==> src/rtl/controle_leds_pkg.sv <==
// Shared state encodings and LED patterns for the memory-game LED controller.
package controle_leds_pkg;

    typedef enum logic [2:0] {
        OCIOSO      = 3'd0,
        MEMORIA     = 3'd1,
        ECO         = 3'd2,
        RES_ACESO   = 3'd3,
        RES_APAGADO = 3'd4
    } estado_t;

    localparam logic [3:0] PADRAO_ACERTO_ON  = 4'b1111;
    localparam logic [3:0] PADRAO_ACERTO_OFF = 4'b0000;
    localparam logic [3:0] PADRAO_ERRO_A     = 4'b1010;
    localparam logic [3:0] PADRAO_ERRO_B     = 4'b0101;

    // Result pattern for the current blink phase (aceso = first half-period).
    function automatic logic [3:0] padrao_resultado(input logic venceu, input logic aceso);
        if (venceu)
            return aceso ? PADRAO_ACERTO_ON : PADRAO_ACERTO_OFF;
        else
            return aceso ? PADRAO_ERRO_A : PADRAO_ERRO_B;
    endfunction

endpackage

==> src/rtl/contador_tempo.sv <==
// Cycle timer: counts while conta=1, flags fim on its terminal value M-1 and
// wraps there, so the count never exceeds M-1. zera has priority over conta.
module contador_tempo #(
    parameter int M = 500,
    parameter int W = (M > 1) ? $clog2(M) : 1
) (
    input  logic clock,
    input  logic reset,
    input  logic zera,
    input  logic conta,
    output logic fim
);

    logic [W-1:0] r_contagem;

    assign fim = (r_contagem == W'(M - 1));

    // Count register: clear, hold or advance with wrap at the terminal value.
    always_ff @(posedge clock or posedge reset) begin
        if (reset)
            r_contagem <= '0;
        else if (zera)
            r_contagem <= '0;
        else if (conta)
            r_contagem <= fim ? '0 : r_contagem + W'(1);
    end

endmodule

==> src/rtl/controle_leds_jogo.sv <==
// LED arbiter for the memory game: memory display, button echo with hold time
// and blinking result indication, with fixed priority limpa > result > memory > press.
module controle_leds_jogo
    import controle_leds_pkg::*;
#(
    parameter int ECHO_CYCLES  = 500,
    parameter int BLINK_CYCLES = 250
) (
    input  logic       clock,
    input  logic       reset,
    input  logic       limpa,
    input  logic       mostra_mem,
    input  logic [3:0] leds_mem,
    input  logic       jogada_pulso,
    input  logic [3:0] botoes,
    input  logic       acertou,
    input  logic       errou,
    output logic [3:0] leds,
    output logic       ocupado,
    output logic [2:0] db_estado
);

    localparam int TMR_MAX = (ECHO_CYCLES > BLINK_CYCLES) ? ECHO_CYCLES : BLINK_CYCLES;
    localparam int TMR_W   = (TMR_MAX > 1) ? $clog2(TMR_MAX) : 1;

    estado_t    r_estado, w_prox_estado;
    logic [3:0] r_leds, w_prox_leds;
    logic [3:0] r_eco, w_prox_eco;
    logic       r_venceu, w_prox_venceu;

    logic w_resultado, w_em_res;
    logic w_fim_eco, w_conta_eco, w_zera_eco;
    logic w_fim_pisca, w_conta_pisca, w_zera_pisca;

    assign w_resultado = acertou | errou;
    assign w_em_res    = (r_estado == RES_ACESO) || (r_estado == RES_APAGADO);

    // The timers only run while the FSM stays in the same timed state; any entry,
    // exit, retrigger or limpa shows up as a state change or a press and clears them.
    assign w_conta_eco   = (r_estado == ECO) && (w_prox_estado == ECO) && !jogada_pulso;
    assign w_zera_eco    = !w_conta_eco;
    assign w_conta_pisca = w_em_res && (w_prox_estado == r_estado);
    assign w_zera_pisca  = !w_conta_pisca;

    contador_tempo #(.M(ECHO_CYCLES), .W(TMR_W)) u_tempo_eco (
        .clock (clock),
        .reset (reset),
        .zera  (w_zera_eco),
        .conta (w_conta_eco),
        .fim   (w_fim_eco)
    );

    contador_tempo #(.M(BLINK_CYCLES), .W(TMR_W)) u_tempo_pisca (
        .clock (clock),
        .reset (reset),
        .zera  (w_zera_pisca),
        .conta (w_conta_pisca),
        .fim   (w_fim_pisca)
    );

    // State, LED, echo and result-flag registers.
    always_ff @(posedge clock or posedge reset) begin
        if (reset) begin
            r_estado <= OCIOSO;
            r_leds   <= '0;
            r_eco    <= '0;
            r_venceu <= 1'b0;
        end else begin
            r_estado <= w_prox_estado;
            r_leds   <= w_prox_leds;
            r_eco    <= w_prox_eco;
            r_venceu <= w_prox_venceu;
        end
    end

    // Next state by priority, then the LED value implied by the next state.
    always_comb begin
        w_prox_estado = r_estado;
        w_prox_eco    = r_eco;
        w_prox_venceu = r_venceu;
        w_prox_leds   = '0;

        if (limpa) begin
            w_prox_estado = OCIOSO;
            w_prox_eco    = '0;
        end else if (w_resultado && !w_em_res) begin
            w_prox_estado = RES_ACESO;
            w_prox_venceu = acertou & ~errou;
        end else begin
            unique case (r_estado)
                OCIOSO: begin
                    if (mostra_mem) begin
                        w_prox_estado = MEMORIA;
                    end else if (jogada_pulso) begin
                        w_prox_estado = ECO;
                        w_prox_eco    = botoes;
                    end
                end
                MEMORIA: begin
                    if (!mostra_mem)
                        w_prox_estado = OCIOSO;
                end
                ECO: begin
                    if (mostra_mem) begin
                        w_prox_estado = MEMORIA;
                        w_prox_eco    = '0;
                    end else if (jogada_pulso) begin
                        w_prox_eco = botoes;
                    end else if (w_fim_eco) begin
                        w_prox_estado = OCIOSO;
                    end
                end
                RES_ACESO: begin
                    if (!w_resultado)
                        w_prox_estado = OCIOSO;
                    else if (w_fim_pisca)
                        w_prox_estado = RES_APAGADO;
                end
                RES_APAGADO: begin
                    if (!w_resultado)
                        w_prox_estado = OCIOSO;
                    else if (w_fim_pisca)
                        w_prox_estado = RES_ACESO;
                end
                default: w_prox_estado = OCIOSO;
            endcase
        end

        unique case (w_prox_estado)
            MEMORIA:     w_prox_leds = leds_mem;
            ECO:         w_prox_leds = w_prox_eco;
            RES_ACESO:   w_prox_leds = padrao_resultado(w_prox_venceu, 1'b1);
            RES_APAGADO: w_prox_leds = padrao_resultado(w_prox_venceu, 1'b0);
            default:     w_prox_leds = '0;
        endcase
    end

    assign leds      = r_leds;
    assign ocupado   = (r_estado != OCIOSO);
    assign db_estado = r_estado;

endmodule
==> config.mk <==
export PLATFORM = sky130hd
export DESIGN_NAME = controle_leds_jogo
export DESIGN_NICKNAME = d
export VERILOG_FILES = /design/src/rtl/controle_leds_pkg.sv /design/src/rtl/contador_tempo.sv /design/src/rtl/controle_leds_jogo.sv
export SDC_FILE = /design/constraint.sdc
export NUM_CORES = 1
export LEC_CHECK = 0
export CORE_MARGIN = 2
export CORE_UTILIZATION = 57
export DETAILED_ROUTE_END_ITERATION = 8
export GPL_TIMING_DRIVEN = 0
export MAX_ROUTING_LAYER = met4
export PLACE_DENSITY = 0.83
export SLEW_MARGIN = 20
export SYNTH_ARGS = -nofsm -noshare
export SYNTH_HDL_FRONTEND = slang
export SYNTH_SLANG_ARGS = --single-unit
==> constraint.sdc <==
create_clock -name clock -period 4.17 [get_ports clock]
set_clock_uncertainty 0.05 [all_clocks]
set_input_delay 0.417 -clock clock [delete_from_list [all_inputs] [get_ports clock]]
set_output_delay 0.417 -clock clock [all_outputs]
set_load 0.01 [all_outputs]
# After elaboration in Yosys (flattened, before gate mapping)
# Index checks and enable logic that the tools add are counted.
[totals]
register_bits = 30
output_inout_bits = 8
[classes]
n_addsub = 2
n_eq_ne = 11
mux = 28
bitwise_logic = 3
reduce_logical = 9
[op_table]
columns = ["op", "n"]
rows = [
  ["3-bit two-way mux", 14],
  ["9-bit two-way mux", 4],
  ["4-bit two-way mux", 5],
  ["9-bit by 1-bit adder with 9-bit output (second input constant)", 2],
  ["4-bit one-hot mux with 4 select lines", 1],
  ["3-bit one-hot mux with 5 select lines", 1],
  ["3-bit by 2-bit equality test with 1-bit output (second input constant)", 4],
  ["9-bit by 8-bit equality test with 1-bit output (second input constant)", 1],
  ["9-bit equality test (second input constant)", 1],
  ["4-bit one-hot mux with 2 select lines", 1],
  ["3-bit by 1-bit equality test with 1-bit output (second input constant)", 2],
  ["3-bit equality test (second input constant)", 2],
  ["1-bit logical AND", 4],
  ["3-bit equality test", 1],
  ["3-bit zero test", 1],
  ["3-bit nonzero test", 1],
  ["1-bit zero test", 2],
  ["1-bit two-way mux", 2],
  ["1-bit AND", 1],
  ["1-bit logical OR", 1],
  ["1-bit NOT", 1],
  ["1-bit OR", 1],
]

# Logic depth before layout (Yosys ltp)
# Gate-level depths: netlist (run 1).
[depth]
ltp_word = 11
depth_mapped = 8
ltp_nobuf = 7

# Hierarchy
# From an unflattened synthesis (run 1), not the netlist that was laid out.
[unflattened]
cells_unflattened = 183
hier_area_um2 = 1785.5
[modules_own_cells]
columns = ["module", "instances", "cells_per_inst", "area_each_um2", "seq_area_each_um2"]
rows = [
  ["controle_leds_jogo", 1, 75, 747.0, 300.3],
  ["contador_tempo (u_tempo_eco)", 1, 54, 533.0, 225.2],
  ["contador_tempo (u_tempo_pisca)", 1, 54, 505.5, 225.2],
]

# Least setup slack after synthesis (run 1)
# No wires, ideal clock.
[synth_path]
path_type = "reg-to-reg"
startpoint = "register r_estado[1], in the netlist db_estado[1]"
endpoint = "register u_tempo_eco.r_contagem[2]"
setup_ps = 74
t_arrival_ps = 1706
required_time_ps = 4046
slack_ps = 2340
path_stages_with_launch = 8
path_buffers = 2
synth_period_minus_slack_ps = 1830
path_cell_list = "dfrtp_1 -> clkbuf_1 -> or3b_1 -> o21ai_0 -> and3b_1 -> buf_2 -> nand4b_2 -> nor2_1"
[synth_between]
elab_chain_cells = 10
word_cells_on_any_way = 25
cone_classes = "eq/ne: 5; mux: 14; reduce/logical: 6"
[synth_rtl]
columns = ["item", "line", "text"]
rows = [
  ["from (decl)", "controle_leds_jogo.sv:26", "estado_t r_estado, w_prox_estado;"],
  ["from (signal assigned)", "controle_leds_jogo.sv:69", "r_estado <= w_prox_estado;"],
  ["3-bit two-way mux, or another cell as far along", "controle_leds_jogo.sv:109", "end else if (w_fim_eco) begin"],
  ["3-bit two-way mux or 1-bit logical OR (tied branches)", "controle_leds_jogo.sv:107, controle_leds_jogo.sv:36", ""],
  ["3-bit two-way mux or 1-bit zero test (tied branches)", "controle_leds_jogo.sv:104, controle_leds_jogo.sv:86", ""],
  ["3-bit one-hot mux with 5 select lines or 1-bit logical AND (tied branches)", "controle_leds_jogo.sv:90, controle_leds_jogo.sv:86", ""],
  ["3-bit two-way mux", "controle_leds_jogo.sv:86", "end else if (w_resultado && !w_em_res) begin"],
  ["3-bit two-way mux", "controle_leds_jogo.sv:83", "if (limpa) begin"],
  ["3-bit by 2-bit equality test with 1-bit output", "controle_leds_jogo.sv:40", "assign w_conta_eco = (r_estado == ECO) && (w_prox_estado == ECO) && !jogada_pulso;"],
  ["1-bit logical AND * (2 in a row)", "controle_leds_jogo.sv:40", ""],
  ["9-bit two-way mux *", "contador_tempo.sv:22", "else if (zera)"],
  ["to (signal assigned)", "contador_tempo.sv:25", "r_contagem <= fim ? '0 : r_contagem + W'(1);"],
  ["to (decl)", "contador_tempo.sv:14", "logic [W-1:0] r_contagem;"],
]
# Every way passes the cells marked *; elsewhere a longest branch is shown, timed or not.

# Worst setup path in the final report (run 1)
[layout_path]
startpoint = "register r_estado[1], in the netlist db_estado[1]"
endpoint = "output port ocupado"
[layout_between]
elab_chain_cells = 1
[layout_rtl]
columns = ["item", "line", "text"]
rows = [
  ["3-bit nonzero test", "controle_leds_jogo.sv:139", "assign ocupado = (r_estado != OCIOSO);"],
  ["to (decl)", "controle_leds_jogo.sv:19", "output logic ocupado,"],
]
# No other way between the ends.

==> results.md, run 1 <==
* CTS tree: done
* Average wire per standard cell at 13.9 um
* Max-Cap Viols at 0
* Root Driver: clkbuf_4
* Drt total wl at 3070 um
* Leakage at 0.789 nW
* Met3 Use GR at 7.91%
* Critical Path Start: db_estado[1]$_DFF_PP0_
* Post-cts resize count at 0
* Die area at 3120 um^2
* Most common cell in the netlist: nor2_1
* Syn-to-layout area delta at 20.7%
* Via density at 5.61
* Status: finished clean
* Final cell count without fillers at 221
* H-tree depth at 2
* GRT met2 Usage at 36.7%
* Crit Path Class: flip-flop to output port
* Detailed Place HPWL at 2240 um
* Number of buffers added on ports at 22
* CP Max Fanout at 9
* CP Capture Type: output port
* Placeable core area at 2520 um^2
* Avg Inst Size Synth at 9.52 um^2
* # rows at 18
* Slew Limit Fails at 0
* Layout cells sized above 1 at 9.42%
* Cell count after placement at 213
* N_diodes at 0
* Ratio of final minimum period to clock period at 54.3%
* Final Hold Viols at 0
* Fmax at 441 MHz
* Worst EP arrival at 1800 ps
* Grt ovf at 0
* RSZ-0062 raised after global routing: false
* Syn nets at 179
* Cell taking the most area after synthesis: dfrtp_1
* Mapped Area at 1530 um^2
* Pre-antenna DRT Iters at 4
* Register area share after synthesis at 49.0%
* CP required at 3700 ps
* Place WS at 1690 ps
* Area contributors post-synth: dfrtp_1 49%, nor2_1 8.3%, xnor2_1 6.9%
* CTS clk-pin slew, worst paths at 90 ps
* Commonest cells in the synthesized netlist: 34 x nor2_1, 30 x dfrtp_1, 12 x xnor2_1
* Asr flop ratio synth at 100%
* Vert. Die Dim at 55.9 um
* Synth warn at 0
* Reg2reg start: db_estado[0]$_DFF_PP0_
* Die width at 55.9 um
* Hold crit path type: input pin to asynchronous set/reset pin
* Inserted Clock Buffers at 5
* Global route hottest layer: met2
* Crit path largest cell delay at 480 ps
* Critical path's top delay family: buffers and inverters
* Least-Margin Pin Slew at 615 ps
* Initial antenna violation count at 0
* DRT iter0 DRCs at 49
* Final min period at 2270 ps
* GR Util All Layers at 23.3%
* Number of global-route vias before repair at 1,240
* Synth Register Bits at 30
* Total power per unit cell area at 308 nW/um^2
* Met1 usage at 27.4%
* Slew margin rel. at 58.9%
* Final Util at 73.4%
* Slowest CP cell: clkdlybuf4s50_1
* CTS Hold Bufs at 0
* Clk_lat worst skew at 330 ps
* Fin Setup TNS at 0 ps
* Clock sink total at 30
* Post-route ant nets at 0
* Clock Tree Buf Depth at 2
* Routed vias at 1,240
* Cells after Synth at 161
* Crit path buffers/inverters at 2
* Io pins at 23
* Crit start category: flip-flop
* First-pass GRT wire length at 5480 um
* Initial core utilization at 60.8%
* Unique masters post-synth at 38
* Top cell type's share of synthesized area at 49.0%
* Nets at 208
* Setup ws final at 1900 ps
* Worst path cell trace: clkbuf_1 > or3_1 > clkdlybuf4s50_1
* Largest net degree at the start of global routing at 31
* Postcts setup bufs at 0
* VDD IR max at 0.266 mV
* DRC at 0
* Setup Viol. Count Final at 0
* EDFF count, synth at 0
* Top FF cell, synth: dfrtp_1
* GPL Wtd Cong at 0.847
-- routing by layer --
metal	share of wire, %	up-vias
li1	-	612
met1	44	581
met2	47	39
met3	6.4	8
met4	2.1	0
met5	0	-
-- cells by family after synthesis --
family                   synth area share [%]
adder cells (fa/ha/maj)                  2.45
XOR/XNOR                                 8.57
buffers and inverters                    2.53
AO/OA/AOI/OAI                            9.80
AND/OR/NAND/NOR                          25.4
multiplexers                             2.29
flip-flops                               49.0
-- registers in the layout (all words and copies together), names as in the netlist --
name / count
r_venceu: 1
u_tempo_eco.r_contagem: 9
db_estado: 3
leds: 4
r_eco: 4
u_tempo_pisca.r_contagem: 9
-- worst paths after layout --
kind	endpoint	slack, ps	cells past startpoint
worst max register to register	u_tempo_eco.r_contagem[0]$_DFF_PP0_	2050	7
min in group clock	u_tempo_eco.r_contagem[0]$_DFF_PP0_	460	1
worst min-delay path	r_eco[0]$_DFF_PP0_	430	2
worst max-delay path	ocupado	1900	3
worst min register to register	u_tempo_eco.r_contagem[0]$_DFF_PP0_	460	1
max in group asynchronous	u_tempo_pisca.r_contagem[7]$_DFF_PP0_	3240	2
-- area by class of cell --
type                            count  area [um^2]
Clock buffer                        7         55.1
Inverter                            4         15.0
Tap cell                           30         37.5
Timing Repair Buffer               22          220
Buffer                              5         23.8
Sequential cell                    30          751
Multi-Input combinational cell    122          743
Fill cell                         192          672
Clock inverter                      1         5.00
-- cell usage in the layout (no fill, tap or decap), types with 4 or more instances in the layout --
cell type / count
dfrtp_1: 30
o21ai_1: 4
o21ai_0: 6
xnor2_1: 12
nand3_1: 11
clkbuf_4: 5
a21oi_1: 8
buf_2: 4
clkdlybuf4s50_1: 22
nand2_1: 7
nor2_1: 34
-- where the power goes --
part | internal, W | switching, W
Combinational | 0.0000418 | 0.0000444
Sequential | 0.000300 | 0.00000392
Clock | 0.0000816 | 0.0000987
Total | 0.000423 | 0.000147
-- stage by stage --
| stage | instance area (um^2) | hold WS (ps) | total power (W) |
|---|---|---|---|
| after floorplan | 1530 | 403 | 0.000354 |
| after global placement | 1790 | 417 | 0.000393 |
| after detailed placement | 1790 | 444 | 0.000395 |
| after CTS | 1850 | 459 | 0.000573 |
| after global routing | 1850 | 478 | 0.000595 |
| final | 1850 | 431 | 0.000570 |
Note: power is estimated with default switching activity, not from simulation.
==> run 2: changes to the inputs <==
Settings changed: CORE_UTILIZATION 57 to 48, PLACE_DENSITY 0.83 to 0.75.
Clock period 4.17 ns to 2 ns, I/O delays scaled along.
==> run 2 against run 1 <==
Clock power rose by 85%. Critical path depth increased by 5. Sequential power increased by 110%. Critical endpoint is now leds[0]$_DFF_PP0_.
==> results.md, run 2 (synthesis gave the netlist of run 1 again) <==
* Largest net degree at the start of global routing at 31 (unchanged)
* First-pass GRT wire length at 5420 um (-1.0%)
* Max-Cap Viols at 0 (unchanged)
* Placeable core area at 3050 um^2 (+21%)
* Status: finished clean
* Commonest non-fill, non-tap cell in the layout: nor2_1
* Hold crit path type: input pin to asynchronous set/reset pin
* Layout cells sized above 1 at 16.9% (+7.5 points)
* Place WS at -236 ps (-1930 ps)
* Number of buffers added on ports at 22 (unchanged)
* Io pins at 23 (unchanged)
* Post-route ant nets at 0 (unchanged)
* Detailed Place HPWL at 2310 um (+3.2%)
* Gate power share at 16.9% (+1.8 points)
* Total power per unit cell area at 591 nW/um^2 (+92%)
* Net Sw Power at 0.000314 W (+110%)
* Root Driver: clkbuf_4
* Largest registers: u_tempo_eco.r_contagem (9), u_tempo_pisca.r_contagem (9)
* CTS tree: done
* Setup ws final at 55.1 ps (-1850 ps)
* Inserted Clock Buffers at 5 (unchanged)
* Routed vias at 1,284 (+3.5%)
* H-tree depth at 2 (unchanged)
* Clock sink total at 30 (unchanged)
* Crit Path Class: flip-flop to flip-flop
* Crit path largest cell delay at 420 ps (-60 ps)
* GPL Wtd Cong at 0.805 (-4.9%)
* Grt ovf at 0 (unchanged)
* Final Cell Area at 1980 um^2 (+6.9%)
* Drt total wl at 3360 um (+9.4%)
* Syn-to-layout area delta at 29.1%
* N_diodes at 0 (unchanged)
* Most frequent cells in the layout: 32 x nor2_1, 30 x dfrtp_1, 21 x clkdlybuf4s50_1
* Slew Limit Fails at 0 (unchanged)
* Die width at 60.5 um (+8.3%)
* # rows at 20 (+2)
* CP Max Fanout at 4 (-5)
* Final Hold Viols at 0 (unchanged)
* RSZ-0062 raised after global routing: true
* Setup Viol. Count Final at 0 (unchanged)
* Worst EP arrival at 2100 ps (+300 ps)
* Clock Tree Buf Depth at 2 (unchanged)
* Clk_lat worst skew at 330 ps (about the same)
* Crit path buffers/inverters at 2 (unchanged)
* VDD IR max at 0.300 mV (+13%)
* CP required at 2160 ps (-1540 ps)
* Ratio of final minimum period to clock period at 97.2%
* Critical path's top delay family: simple AND/OR/NAND/NOR gates
* DRT iter0 DRCs at 69 (+41%)
* Number of global-route vias before repair at 1,348 (+8.7%)
* Worst path cell trace: inv_1 > ha_1 > nand2_1 > or4_4 > buf_6 > xnor2_2 > mux2i_2 > nand3_1
* DRC at 0 (unchanged)
* Vert. Die Dim at 60.5 um (+8.3%)
* Fmax at 514 MHz
* Slew margin rel. at 58.9% (about the same)
* Internal at 0.000855 W (+100%)
* Final min period at 1940 ps
* CTS clk-pin slew, worst paths at 90 ps (about the same)
* Initial antenna violation count at 0 (unchanged)
* Leakage at 0.847 nW (+7.4%)
* Crit start category: flip-flop
* Pre-antenna DRT Iters at 4 (unchanged)
* CP Capture Type: flip-flop
* Least-Margin Pin Slew at 616 ps (+0.863 ps)
* Sw frac at 26.9% (+1.1 points)
* Area after DPL at 1810 um^2 (+0.98%)
* Die area at 3660 um^2 (+17%)
* Average wire per standard cell at 14.1 um (+1.2%)
* GR Util All Layers at 20.7% (-2.6 points)
* Nets at 213 (+2.4%)
* Register share of total power at 54.7% (+1.4 points)
* Clk pwr share at 28.4% (-3.2 points)
* Initial core utilization at 50.2% (-11 points)
* Via density at 5.37 (-4.3%)
* Slowest CP cell: or4_4
-- run 2: path summary, 6_finish.rpt --
check	start	endpoint	slack [ps]	cells past startpoint
max	u_tempo_pisca.r_contagem[1]$_DFF_PP0_	leds[0]$_DFF_PP0_	60	8
min	reset	u_tempo_pisca.r_contagem[8]$_DFF_PP0_	210	2
max reg2reg	u_tempo_pisca.r_contagem[1]$_DFF_PP0_	leds[0]$_DFF_PP0_	60	8
min reg2reg	u_tempo_pisca.r_contagem[0]$_DFF_PP0_	u_tempo_pisca.r_contagem[0]$_DFF_PP0_	440	1
max in group asynchronous	reset	u_tempo_eco.r_contagem[8]$_DFF_PP0_	1280	2
min in group clock	botoes[1]	r_eco[1]$_DFF_PP0_	390	3
-- run 2: cell type report --
cell class | count | area [um^2]
inverters | 4 | 15.0
plain buffers | 4 | 28.8
well taps | 44 | 55.1
flip-flops and latches | 30 | 751
repair buffers | 28 | 268
fillers | 247 | 1070
multi-input cells | 122 | 816
clock buffers | 7 | 45.0
-- run 2: metrics by stage --
step           cells  hold slack [ps]  setup TNS (ps)  util (%)  power (W)
2_1_floorplan    161              236               0         -   0.000739
3_3_place_gp     227              418           -2740      59.2   0.000819
3_5_place_dp     227              438           -3830      59.2   0.000823
4_1_cts          234              390               0      61.3    0.00116
5_1_grt          239              266            -147      64.8    0.00123
6_report         239              207               0      64.8    0.00117
-- run 2: worst reg2reg max path, stage by stage, from the launching register on --
cell     delay (ps)
dfrtp_1         390
inv_1            60
ha_1            130
nand2_1          60
or4_4           420
buf_6           150
xnor2_2         170
mux2i_2         300
nand3_1         110
-- run 2: power by group through the flow --
stage	sequential [W]	combinational [W]	clock, W
detailed placement	0.000645	0.000178	0
global route	0.000643	0.000215	0.000369
CTS	0.000638	0.000178	0.000340
finish	0.000639	0.000198	0.000333
floorplan	0.000651	0.0000878	0
global placement	0.000645	0.000175	0
-- run 2: what timing repair did --
action / 4_1_cts / 5_1_grt
setup buffers: 1 / 5
cloned: 0 / 0
pin swaps: 0 / 2
endpoints found under the setup margin: 11 / 23
hold buffers: 0 / 0
resized for setup: 2 / 17
-- run 2: metal layers --
| metal | global-route usage, % | wire (um) |
|---|---|---|
| met1 | 21.3 | 1380 |
| met2 | 35.9 | 1760 |
| met3 | 5.76 | 173 |
| met4 | 10.6 | 48 |
| met5 | - | 0 |
